### config.mk
export PLATFORM = sky130hd
export DESIGN_NAME = fwft_word_serializer
export DESIGN_NICKNAME = d
export VERILOG_FILES = /design/src/rtl/fwft_ser_pkg.sv /design/src/rtl/fwft_word_serializer.sv
export SDC_FILE = /design/constraint.sdc
export NUM_CORES = 1
export LEC_CHECK = 0
export ABC_AREA = 1
export BUFFER_PORTS_ARGS = -buffer_cell sky130_fd_sc_hd__buf_2
export CAP_MARGIN = 20
export CORE_MARGIN = 8
export CORE_UTILIZATION = 50
export CTS_CLUSTER_DIAMETER = 80
export DETAILED_ROUTE_END_ITERATION = 6
export GPL_ROUTABILITY_DRIVEN = 0
export PLACE_DENSITY = 0.77
export SYNTH_ARGS = -nofsm -noshare
export SYNTH_HDL_FRONTEND = slang
export SYNTH_SLANG_ARGS = --single-unit
### constraint.sdc
create_clock -name clk -period 2.65 [get_ports clk]
set_input_delay 0.3975 -clock clk [delete_from_list [all_inputs] [get_ports clk]]
set_output_delay 0.3975 -clock clk [all_outputs]
set_load 0.01 [all_outputs]
### src/rtl/fwft_ser_pkg.sv
// rtl/fwft_ser_pkg.sv - shared types and sizing helpers for the FWFT word serializer
package fwft_ser_pkg;

    typedef enum logic {IDLE, SHIFT} ser_state_t;

    function automatic int ser_ratio(input int in_w, input int out_w);
        return in_w / out_w;
    endfunction

    // Clamped to 1 so a degenerate ratio still elaborates far enough to hit the range checks.
    function automatic int ser_cnt_width(input int in_w, input int out_w);
        return ((in_w / out_w) > 1) ? $clog2(in_w / out_w) : 1;
    endfunction

endpackage

### src/rtl/fwft_word_serializer.sv
// rtl/fwft_word_serializer.sv - pops FWFT FIFO words and streams them out as narrower chunks
module fwft_word_serializer
    import fwft_ser_pkg::*;
#(
    parameter int IN_WIDTH  = 32,
    parameter int OUT_WIDTH = 8,
    parameter bit MSB_FIRST = 1'b0
) (
    input  logic                 clk,
    input  logic                 arst_n,
    input  logic                 fifo_empty,
    input  logic [IN_WIDTH-1:0]  fifo_dout,
    output logic                 fifo_rd_en,
    output logic                 m_valid,
    output logic [OUT_WIDTH-1:0] m_data,
    output logic                 m_last,
    input  logic                 m_ready,
    output logic                 busy
);

    localparam int RATIO = ser_ratio(IN_WIDTH, OUT_WIDTH);
    localparam int CNT_W = ser_cnt_width(IN_WIDTH, OUT_WIDTH);
    localparam logic [CNT_W-1:0] CNT_LAST = CNT_W'(RATIO - 1);

    if (IN_WIDTH % OUT_WIDTH != 0) begin : g_chk_div
        $error("fwft_word_serializer: IN_WIDTH must be a multiple of OUT_WIDTH");
    end
    if (RATIO < 2) begin : g_chk_ratio
        $error("fwft_word_serializer: IN_WIDTH/OUT_WIDTH must be at least 2");
    end

    ser_state_t          state, state_nxt;
    logic [IN_WIDTH-1:0] sreg, sreg_nxt;
    logic [CNT_W-1:0]    cnt, cnt_nxt;
    logic                xfer;

    // Stream outputs come straight from registers so m_ready never reaches them.
    assign m_valid = (state == SHIFT);
    assign busy    = m_valid;
    assign m_last  = m_valid && (cnt == CNT_LAST);
    assign xfer    = m_valid && m_ready;

    if (MSB_FIRST) begin : g_msb
        assign m_data = sreg[IN_WIDTH-1 -: OUT_WIDTH];
    end else begin : g_lsb
        assign m_data = sreg[OUT_WIDTH-1:0];
    end

    always_ff @(posedge clk or negedge arst_n) begin
        if (!arst_n) begin
            state <= IDLE;
            sreg  <= '0;
            cnt   <= '0;
        end else begin
            state <= state_nxt;
            sreg  <= sreg_nxt;
            cnt   <= cnt_nxt;
        end
    end

    always_comb begin
        state_nxt  = state;
        sreg_nxt   = sreg;
        cnt_nxt    = cnt;
        fifo_rd_en = 1'b0;
        // Gated by arst_n so nothing is popped while the block is held in reset.
        if (arst_n && !fifo_empty && ((state == IDLE) || (xfer && m_last))) begin
            fifo_rd_en = 1'b1;
        end
        if (fifo_rd_en) begin
            state_nxt = SHIFT;
            sreg_nxt  = fifo_dout;
            cnt_nxt   = '0;
        end else if (xfer) begin
            if (m_last) begin
                state_nxt = IDLE;
            end else begin
                cnt_nxt  = cnt + 1'b1;
                sreg_nxt = MSB_FIRST ? (sreg << OUT_WIDTH) : (sreg >> OUT_WIDTH);
            end
        end
    end

endmodule

==> results.md, run 1 <==
Run status:
- The run finished with clean final reports.

Place:
- In this run, placement finished with an instance count of 276.
- The number of buffers added on ports is 47.
- The post-detailed-placement half-perimeter wirelength is 2730 um.

Yosys:
- The number of synthesized flops with an enable pin is 0.
- The fraction of synthesized cell area taken by the top area cell type is 0.504.
- The most instantiated library cell after synthesis is nand2_1.
- The post-synth net total is 239.
- After synthesis, the mean cell area works out to 8.60 um2.
- The post-synth design cell area is 1740 um2.
- The distinct cell type count of the synthesized netlist is 13.
- Synthesis handed over a netlist of 202 instances.
- The total of warnings raised by yosys is 0.
- The share of synthesized area occupied by flip-flops and latches is 0.504.
- Ranked by total cell area, the synthesized netlist is headed by dfrtp_1 (50%), nand3_1 (14%), nand2_1 (13%).
- After synthesis, the share of flip-flops with an asynchronous set or reset is 1.00.
- By count the netlist is led by nand2_1 (58), nand3_1 (49), dfrtp_1 (35).
- The most instantiated flip-flop cell in the synthesis netlist is dfrtp_1.
- The biggest area contributor in the post-synthesis netlist is dfrtp_1.
- The register bit count reported by yosys is 35.

Cells and area:
- The area growth from synthesis to layout is 14.6%.
- The final cell count without fillers is 284.
- The final layout contains 274 nets.
- The number of antenna diodes in the final layout is 0.
- In the final layout, the share of cells above drive strength 1 is 0.265.
- The count of fill cells added during filler insertion is 323.

Critical path:
- The required time of the worst setup path is 2.25 ns.
- The worst setup path is captured at an output pin.
- The worst setup path is of the flip-flop to output pin kind.
- In this run the worst path has a maximum fanout of 26.
- The worst setup path is launched from a flip-flop.
- The data arrival time of the critical path is 1.69 ns.

Detailed routing:
- The total detailed-routing wirelength is 4050 um.
- The detail-routed net length per standard cell is 14.3 um.
- The routed layout has 1495 vias.
- After detailed routing, the number of remaining DRC violations is 0.
- The number of detailed-routing iterations run before antenna repair is 4.
- The residual antenna-violating net count after detailed routing is 0.
- The via density per instance is 5.26.
- In this run, the number of DRC markers left after iteration 0 of detailed routing was 204.

Timing:
- Setup repair after global routing left no endpoint under its margin.
- The clock arrives with 0.00564 ns of skew.
- The final period utilization is 0.789.
- Derived from the worst setup path, the maximum achievable clock frequency is 478 MHz.
- The final setup violation count is 0.
- After routing, the total negative slack on setup checks comes to 0 ns.
- The final count of pins violating max slew is 0.
- The actual slew at the worst max-slew pin is 0.486 ns.
- The final number of hold-violating endpoints is 0.
- The time the final worst path needs with I/O delays and setup is 2.09 ns.
- The normalized max-slew margin is 0.676.
- Hold is met by 0.0969 ns.

GRT:
- The routing usage on met3 is 0.0599.
- The met1 usage is 0.216.
- The number of antenna violations at the first check in global routing was 0.
- The global routing stage identified its most utilized layer as met2.
- Across every metal layer, demand over resource in global routing totals 0.160.
- The met2 usage in global routing is 0.228.
- The via count of the first global-routing pass was 1437.
- After global routing the overflow that remains totals 0.
- The first global-routing pass estimated 6930 um of wire.
- Entering global routing, the biggest net connects 36 pins.

CTS:
- Post-CTS timing repair inserted 0 buffers for setup.
- TritonCTS built the clock tree.
- For this design, the sink count on the clock tree is 35.
- The clock-pin slew on the worst setup and hold paths is 0.10 ns.
- Counting along the longest clock path gives a buffer depth of 2.
- The number of levels in the clock H-tree is 2.
- The master cell of the clock root buffer is clkbuf_4.
- Counting the buffers created by CTS gives 5.
- The count of hold buffers inserted by post-cts repair is 0.
- The clock latency on the worst-skew pair is 0.34 ns.
- The number of gates resized after CTS was 0.

Floorplanning:
- The starting density of the core is 0.521.
- The floorplan step defined a core boundary enclosing 3340 um2.
- The width of the die is 75.0 um.
- The floorplan step defined a die boundary enclosing 5620 um2.
- 48 I/O pins were placed.
- From bottom edge to top edge, the die measures 75.0 um.
- Row generation in the floorplan step produced 21 rows.

Power and ir drop:
- The leakage power of the design is 1.08 nW.
- The total power is 0.00190 W.
- The worst ir drop on vdd is 0.000505 V.
- In this run the power density over the cells is 956 nW/um2.

Hold path:
- The class of the most critical hold timing path is input port to async pin.

Run:
- Across the run, the number of max-cap violations was 0.
[report_power, final]
part | switching (W) | total (W) | internal [W] | leakage [nW]
combinational | 0.000401 | 0.000617 | 0.000216 | 0.558
sequential | 0.000114 | 0.000815 | 0.000701 | 0.469
clock | 0.000178 | 0.000473 | 0.000294 | 0.0525
total | 0.000693 | 0.00190 | 0.00121 | 1.08
[cells in the final DEF (no fill, tap or decap)]
cell / count
nand2_1: 58
inv_1: 5
ha_1: 1
dfrtp_1: 35
nand4_1: 24
buf_2: 47
clkbuf_1: 1
buf_4: 5
inv_2: 2
nand2_4: 2
clkbuf_4: 5
o21ai_0: 2
bufinv_16: 2
nand3_1: 49
[path summary, 6_finish.rpt]
kind	startpoint	end	slack, ns	depth (start not counted)
setup / recovery	cnt[0]	fifo_rd_en	0.56	6
setup reg to reg	busy	sreg[22]	1.22	5
max in group asynchronous	arst_n	sreg[12]	2.25	2
hold / removal	arst_n	sreg[0]	0.1	2
min in group clk	fifo_dout[27]	sreg[27]	0.24	3
hold reg to reg	sreg[0]	sreg[0]	0.49	2
[sequential cells by signal, indices dropped and copies added, names as in the netlist]
register,flops
busy,1
cnt,2
sreg,32
[through the flow]
stage | setup slack [ns] | instance area [um2] | util
2_1_floorplan | 1.32 | 1740 | -
3_3_place_gp | 0.983 | 1890 | 0.567
3_5_place_dp | 0.946 | 1890 | 0.567
4_1_cts | 0.561 | 1990 | 0.597
5_1_grt | 0.426 | 1990 | 0.597
6_report | 0.560 | 1990 | 0.597
[layer usage]
| metal | share of wire | up-vias | wire length (um) |
|---|---|---|---|
| met5 | 0 | - | 0 |
| met4 | 0.0059 | 0 | 24 |
| met3 | 0.091 | 2 | 367 |
| met2 | 0.48 | 58 | 1940 |
| met1 | 0.42 | 683 | 1720 |
| li1 | - | 752 | - |
[worst max-delay path: stages, from the launching register on]
cell	delay, ns
dfrtp_1	0.38
ha_1	0.21
nand2_1	0.10
nand2_4	0.24
nand2_1	0.12
inv_2	0.13
buf_2	0.15
[kinds of logic after synthesis]
family | share of synthesized area
AOI/OAI and AO/OA | 0.00576
adders and majority gates | 0.00720
buffers and inverters | 0.117
DFF | 0.504
and+or+nand+nor | 0.366
[final cells by class]
cell class,instances,area (um2),share of cell area
sequential,35,876,0.440
clock buffer,6,41.3,0.0207
tap,46,57.6,0.0289
multi-input combinational,136,658,0.330
timing repair buffer,52,273,0.137
clock inverter,2,60.1,0.0302
inverter,7,26.3,0.0132
(Power assumes the default switching activity.)
==> run 2, diff against run 1 <==
Settings changed: CORE_UTILIZATION 50 to 46, PLACE_DENSITY 0.77 to 0.74.
Clock period 2.65 ns to 1.7 ns, I/O delays scaled along.
==> run 2 against run 1 <==
Effect of this change:
- setup slack got worse by 0.48 ns
- core utilization decreased by 5.1 points
- combinational power increased by 64%
- register-to-register slack got worse by 0.91 ns
- largest cell class unchanged
- highest routed layer unchanged
==> results.md, run 2 (same netlist as run 1, synthesis figures left out) <==
Run status:
- Status: finished clean (unchanged).

CTS:
- The CTS tree is built (unchanged).
- The number of levels in the clock H-tree is 2 (unchanged).
- The TritonCTS buffer count was 5 (unchanged).
- The master cell of the clock root buffer is clkbuf_8 (was clkbuf_4).
- The total number of clock tree sinks is 35 (unchanged).
- The maximum clock insertion buffer count is 2 (unchanged).
- The clock-pin slew on the worst setup and hold paths is 0.07 ns (was 0.10 ns).
- The count of hold buffers inserted by post-cts repair is 0 (unchanged).
- The clock latency on the worst-skew pair is 0.29 ns (was 0.34 ns).

Run:
- The count of maximum capacitance violations was 0 (unchanged).

Power and ir drop:
- The proportion of total power due to net switching was 0.387 (was 0.364).
- The leakage power of the design came to 1.08 nW (about the same).
- The power share of the clock group is 0.202 (was 0.248).
- The sequential power share is 0.443 (was 0.428).
- The proportion of power drawn by combinational gates is 0.356 (was 0.324).
- The total net switching power is 0.00110 W (was 0.000693 W).
- The power per cell area came to 1420 nW/um2 (was 956 nW/um2).
- The cell-internal power is 0.00174 W (was 0.00121 W).
- The worst ir drop on vdd is 0.000849 V (was 0.000505 V).

Timing:
- The final count of pins violating max slew is 0 (unchanged).
- The final setup violation count is 0 (unchanged).
- The normalized max-slew margin is 0.711 (was 0.676).
- The maximum achievable frequency is 619 MHz.
- The final number of hold-violating endpoints was 0 (unchanged).
- The actual slew at the worst max-slew pin is 0.433 ns (was 0.486 ns).
- The total negative slack is 0 ns (unchanged).
- Setup repair after global routing missed its margin: no (unchanged).
- The final period utilization is 0.950.
- The clock skew was 0.00283 ns (was 0.00564 ns).
- The routed design could run at a clock period as short as 1.62 ns.

Critical path:
- The type of the worst setup path is flip-flop to output pin (unchanged).
- The register-to-register setup slack came to 0.31 ns (was 1.22 ns).
- The depth of the worst register-to-register path came to 7 (was 5).
- The data arrival time of the critical path came to 1.36 ns (was 1.69 ns).
- The highest net fanout along the worst path came to 6 (was 26).
- The endpoint type of the worst setup path is an output pin (unchanged).
- The required time of the worst setup path is 1.44 ns (was 2.25 ns).
- The launching element type of the critical path was a flip-flop (unchanged).
- The reg-to-reg critical path startpoint is cnt[0] (was busy).
- The reg-to-reg critical path endpoint is sreg[10] (was sreg[22]).

GRT:
- The overall fraction of global-route tracks in use was 0.144 (was 0.160).
- The via count of the first global-routing pass is 1579 (was 1437).
- The pin count of the biggest net entering global routing is 36 (unchanged).
- The total overflow reported by the global router is 0 (unchanged).
- The global-route wire length before repair is 7160 um (was 6930 um).
- The number of antenna violations at the first check in global routing was 0 (unchanged).

Floorplanning:
- The starting density of the core came to 0.475 (was 0.521).
- The number of placement rows was 22 (was 21).
- The top-level port count is 48 (unchanged).
- The core footprint came to 3660 um2 (was 3340 um2).
- The area of the die came to 6000 um2 (was 5620 um2).
- The height of the chip is 77.5 um (was 75.0 um).
- The width of the die is 77.5 um (was 75.0 um).

Detailed routing:
- The total detailed-routing wirelength is 4070 um (was 4050 um).
- The total DRC errors in the routed layout is 0 (unchanged).
- The number of detailed-routing iterations run before antenna repair is 4 (unchanged).
- The violation count after the first detailed-route iteration is 90 (was 204).
- The detail-routed net length per standard cell is 14.1 um (was 14.3 um).
- The residual antenna-violating net count after detailed routing came to 0 (unchanged).
- The total via count after detailed routing is 1540 (was 1495).
- The via density per instance came to 5.33 (was 5.26).

Cells and area:
- The final design area excluding fillers is 2000 um2 (was 1990 um2).
- The final-stage net count is 277 (was 274).
- The area growth from synthesis to layout is 15.0% (was 14.6%).
- The diode insertion count for antenna repair was 0 (unchanged).
- The share of final-layout standard cells stronger than drive strength 1 is 0.274 (was 0.265).
- The most flop-heavy register is sreg (unchanged).
- The flip-flop count of the largest register, all copies and words added is 32 (unchanged).
- The most common cell after layout, fill and taps aside is nand2_1 (unchanged).
- Commonest cells after routing, fill and taps aside: nand2_1 (58), nand3_1 (49), buf_2 (47) (unchanged).

Hold path:
- The class of the most critical hold timing path is input port to async pin (unchanged).

Place:
- The post-detailed-placement half-perimeter wirelength came to 2720 um (was 2730 um).
- The post-place instance area is 1900 um2 (was 1890 um2).
- The number of buffers added on ports came to 47 (unchanged).
run 2: cell count changes in the layout (fill, tap and decap cells not counted), sizes merged:
cell,before,now
buf,52,55
bufinv,2,0
clkbuf,6,7
clkinv,0,1
run 2: metal layers:
| metal | vias to the layer above | track usage | part of all wire |
|---|---|---|---|
| li1 | 754 | - | - |
| met1 | 727 | 0.176 | 0.46 |
| met2 | 51 | 0.227 | 0.46 |
| met3 | 8 | 0.0599 | 0.065 |
| met4 | 0 | 0.0434 | 0.013 |
| met5 | - | 0 | 0 |
run 2: worst max path at each step:
stage / from / endpoint / slack, ns / cells past startpoint
floorplan: cnt[0] / sreg[12] / 0.42 / 8
global placement: cnt[0] / cnt[1] / 0.34 / 7
detailed placement: cnt[0] / sreg[10] / 0.28 / 7
CTS: cnt[0] / fifo_rd_en / 0.02 / 6
global route: cnt[0] / fifo_rd_en / 0.02 / 6
finish: cnt[0] / fifo_rd_en / 0.08 / 6
run 2: power groups by stage:
stage	Sequential, W	Combinational [W]	Clock, W
2_1_floorplan	0.00122	0.000938	0
3_5_place_dp	0.00127	0.00101	0
3_3_place_gp	0.00126	0.000998	0
4_1_cts	0.00126	0.00102	0.000582
6_report	0.00126	0.00101	0.000573
5_1_grt	0.00129	0.00115	0.000629
run 2: timing repair:
item | CTS | global route
endpoints found under the setup margin | 0 | 1
setup buffers | 0 | 2
resized for setup | 0 | 1
run 2: critical path: stages, from the launching register on:
cell and delay (ns):
dfrtp_1 0.40, ha_2 0.21, nand2_1 0.10, nand2_4 0.05
nand2_1 0.11, inv_2 0.07, buf_2 0.14
run 2: metrics by stage:
step / hold slack [ns] / setup slack, ns / cells / utilization / power, W
2_1_floorplan: -0.0406 / 0.425 / 202 / - / 0.00216
3_3_place_gp: 0.371 / 0.344 / 279 / 0.519 / 0.00226
3_5_place_dp: 0.370 / 0.279 / 279 / 0.519 / 0.00228
4_1_cts: 0.0633 / 0.0230 / 287 / 0.541 / 0.00286
5_1_grt: 0.0633 / 0.0246 / 289 / 0.546 / 0.00308
6_report: 0.0450 / 0.0849 / 289 / 0.546 / 0.00284
run 2: layout make-up:
cell class / instances / area, um2
fill: 364 / 1660
sequential: 35 / 876
multi-input combinational: 136 / 661
timing repair buffer: 55 / 295
clock buffer: 7 / 76.3
tap: 48 / 60.1
inverter: 7 / 26.3
clock inverter: 1 / 5.00
==> run 3, diff against run 2 <==
==> constraint.sdc (replaced) <==
create_clock -name clk -period 1.7 [get_ports clk]
set_input_delay 0.34 -clock clk [delete_from_list [all_inputs] [get_ports clk]]
set_output_delay 0.34 -clock clk [all_outputs]
set_load 0.01 [all_outputs]
==> run 3 against run 2 <==
Effect of this change:
- sequential cell count unchanged
- combinational power barely moved
- worst hold slack improved by 0.066 ns
- first-iteration DRC count grew 6.7%
- clock power up 6.3%
- critical path type unchanged
- largest power group unchanged
- global-route usage barely moved
- maximum frequency decreased by 0.59%
- die area unchanged
==> results.md, run 3 (same netlist as run 1, synthesis figures left out) <==
Run status:
- Status: finished clean (unchanged).

Timing:
- The final number of hold-violating endpoints came to 0 (unchanged).
- The time the final worst path needs with I/O delays and setup was 1.62 ns (about the same).
- Setup repair after global routing missed its margin: no (unchanged).
- The clock skew is 0.00958 ns (was 0.00283 ns).
- The maximum achievable frequency came to 616 MHz (was 619 MHz).
- The actual slew at the worst max-slew pin is 0.446 ns (was 0.433 ns).
- The normalized max-slew margin was 0.703 (was 0.711).
- The final count of pins violating max slew came to 0 (unchanged).
- The total negative slack came to 0 ns (unchanged).
- The final setup violation count was 0 (unchanged).
- The final period utilization is 0.956 (was 0.950).

GRT:
- The met1 usage is 0.184 (was 0.176).
- The layer with the highest usage is met2 (unchanged).
- The number of antenna violations at the first check in global routing came to 0 (unchanged).
- The routing usage on met3 came to 0.0518 (was 0.0599).
- The total overflow reported by the global router was 0 (unchanged).
- The overall fraction of global-route tracks in use came to 0.144 (about the same).
- The pin count of the biggest net entering global routing is 36 (unchanged).
- The global-route wire length before repair is 7080 um (was 7160 um).
- The via count of the first global-routing pass is 1536 (was 1579).
- The met2 usage in global routing is 0.214 (was 0.227).

Detailed routing:
- The total via count after detailed routing is 1493 (was 1540).
- The via density per instance was 5.15 (was 5.33).
- The total DRC errors in the routed layout is 0 (unchanged).
- The total detailed-routing wirelength is 4170 um (was 4070 um).
- The detail-routed net length per standard cell came to 14.4 um (was 14.1 um).
- The residual antenna-violating net count after detailed routing was 0 (unchanged).
- The number of detailed-routing iterations run before antenna repair was 4 (unchanged).
- The violation count after the first detailed-route iteration came to 96 (was 90).

Power and ir drop:
- The leakage power of the design is 1.09 nW (was 1.08 nW).
- The power per cell area is 1440 nW/um2 (was 1420 nW/um2).
- The worst ir drop on vdd was 0.000654 V (was 0.000849 V).

Floorplanning:
- The area of the die is 6000 um2 (unchanged).
- The number of placement rows came to 22 (unchanged).
- The width of the die came to 77.5 um (unchanged).
- The core footprint is 3660 um2 (unchanged).
- The top-level port count came to 48 (unchanged).
- The height of the chip is 77.5 um (unchanged).
- The starting density of the core is 0.475 (unchanged).

Run:
- The count of maximum capacitance violations was 0 (unchanged).

Cells and area:
- The count of fill cells added during filler insertion is 368 (was 364).
- The area growth from synthesis to layout came to 16.1% (was 15.0%).
- The final design area excluding fillers was 2020 um2 (was 2000 um2).
- The diode insertion count for antenna repair was 0 (unchanged).
- Commonest cells after routing, fill and taps aside: nand2_1 (57), nand3_1 (49), buf_2 (47) (was nand2_1 (58), nand3_1 (49), buf_2 (47)).
- The share of final-layout standard cells stronger than drive strength 1 is 0.289 (was 0.274).
- The utilization of the core after routing came to 0.551 (was 0.546).
- The final-stage net count was 278 (was 277).
- The most common cell after layout, fill and taps aside is nand2_1 (unchanged).
- The flip-flop count of the largest register, all copies and words added is 32 (unchanged).
- The most flop-heavy register is sreg (unchanged).

CTS:
- The count of hold buffers inserted by post-cts repair is 0 (unchanged).
- The master cell of the clock root buffer is clkbuf_8 (unchanged).
- The CTS tree is built (unchanged).
- The TritonCTS buffer count is 5 (unchanged).
- The number of levels in the clock H-tree is 2 (unchanged).
- The clock latency on the worst-skew pair is 0.29 ns (about the same).
- The clock-pin slew on the worst setup and hold paths is 0.08 ns (was 0.07 ns).
- The total number of clock tree sinks is 35 (unchanged).
- The maximum clock insertion buffer count was 2 (unchanged).

Place:
- The post-place instance area is 1910 um2 (was 1900 um2).
- The post-detailed-placement half-perimeter wirelength is 2730 um (was 2720 um).
- The number of buffers added on ports was 47 (unchanged).

Critical path:
- The launching element type of the critical path is a flip-flop (unchanged).
- The required time of the worst setup path came to 1.36 ns (was 1.44 ns).
- The type of the worst setup path is flip-flop to output pin (unchanged).
- The data arrival time of the critical path is 1.28 ns (was 1.36 ns).
- The highest net fanout along the worst path is 3 (was 6).
- The endpoint type of the worst setup path is an output pin (unchanged).

Hold path:
- The class of the most critical hold timing path is input port to async pin (unchanged).
-- run 3: cell type report --
| class | count | area [um2] | share of cell area |
|---|---|---|---|
| Clock buffer | 5 | 68.8 | 0.0341 |
| Clock inverter | 3 | 20.0 | 0.00993 |
| Inverter | 7 | 26.3 | 0.0130 |
| Multi-Input combinational cell | 136 | 663 | 0.329 |
| Sequential cell | 35 | 876 | 0.434 |
| Tap cell | 48 | 60.1 | 0.0298 |
| Timing Repair Buffer | 56 | 303 | 0.150 |
-- run 3: worst paths after layout --
| kind | startpoint | endpoint | slack, ns | cells past startpoint |
|---|---|---|---|---|
| worst max-delay path | cnt[0] | fifo_rd_en | 0.08 | 6 |
| worst min-delay path | arst_n | sreg[11] | 0.11 | 2 |
| worst max register to register | cnt[0] | sreg[17] | 0.34 | 7 |
| worst min register to register | sreg[4] | sreg[4] | 0.48 | 2 |
| max in group asynchronous | arst_n | sreg[4] | 1.28 | 2 |
| min in group clk | fifo_dout[28] | sreg[28] | 0.24 | 3 |
-- run 3: timing repair --
| item | 4_1_cts | 5_1_grt |
|---|---|---|
| endpoints found under the setup margin | 1 | 1 |
| buffers inserted | 1 | 1 |
| resized for setup | 1 | 1 |
| gates cloned | 0 | 0 |
-- run 3: metrics by stage --
step           hold slack [ns]  worst slack (ns)  power (W)  std cells
4_1_cts                  0.110            0.0160    0.00291        289
3_3_place_gp             0.452             0.283    0.00227        280
5_1_grt                  0.132            0.0227    0.00313        290
6_report                 0.111            0.0753    0.00291        290
3_5_place_dp             0.430             0.257    0.00229        280
2_1_floorplan           0.0444             0.425    0.00216        202
-- run 3: critical path, stage by stage (launching register included) --
cell and delay [ns]:
dfrtp_1 0.39, ha_2 0.21, nand2_2 0.07, nand2_4 0.04
nand2_1 0.10, inv_2 0.05, buf_2 0.13
-- run 3: layer usage --
metal | routed length (um) | share of wire
met1 | 2010 | 0.48
met5 | 0 | 0
met4 | 67 | 0.016
met3 | 218 | 0.052
met2 | 1870 | 0.45
-- run 3: where the power goes --
| group | internal [W] | total (W) | leakage [nW] | switching [W] |
|---|---|---|---|---|
| combinational | 0.000382 | 0.00104 | 0.577 | 0.000662 |
| clock | 0.000285 | 0.000609 | 0.0402 | 0.000324 |
| sequential | 0.00109 | 0.00126 | 0.469 | 0.000162 |
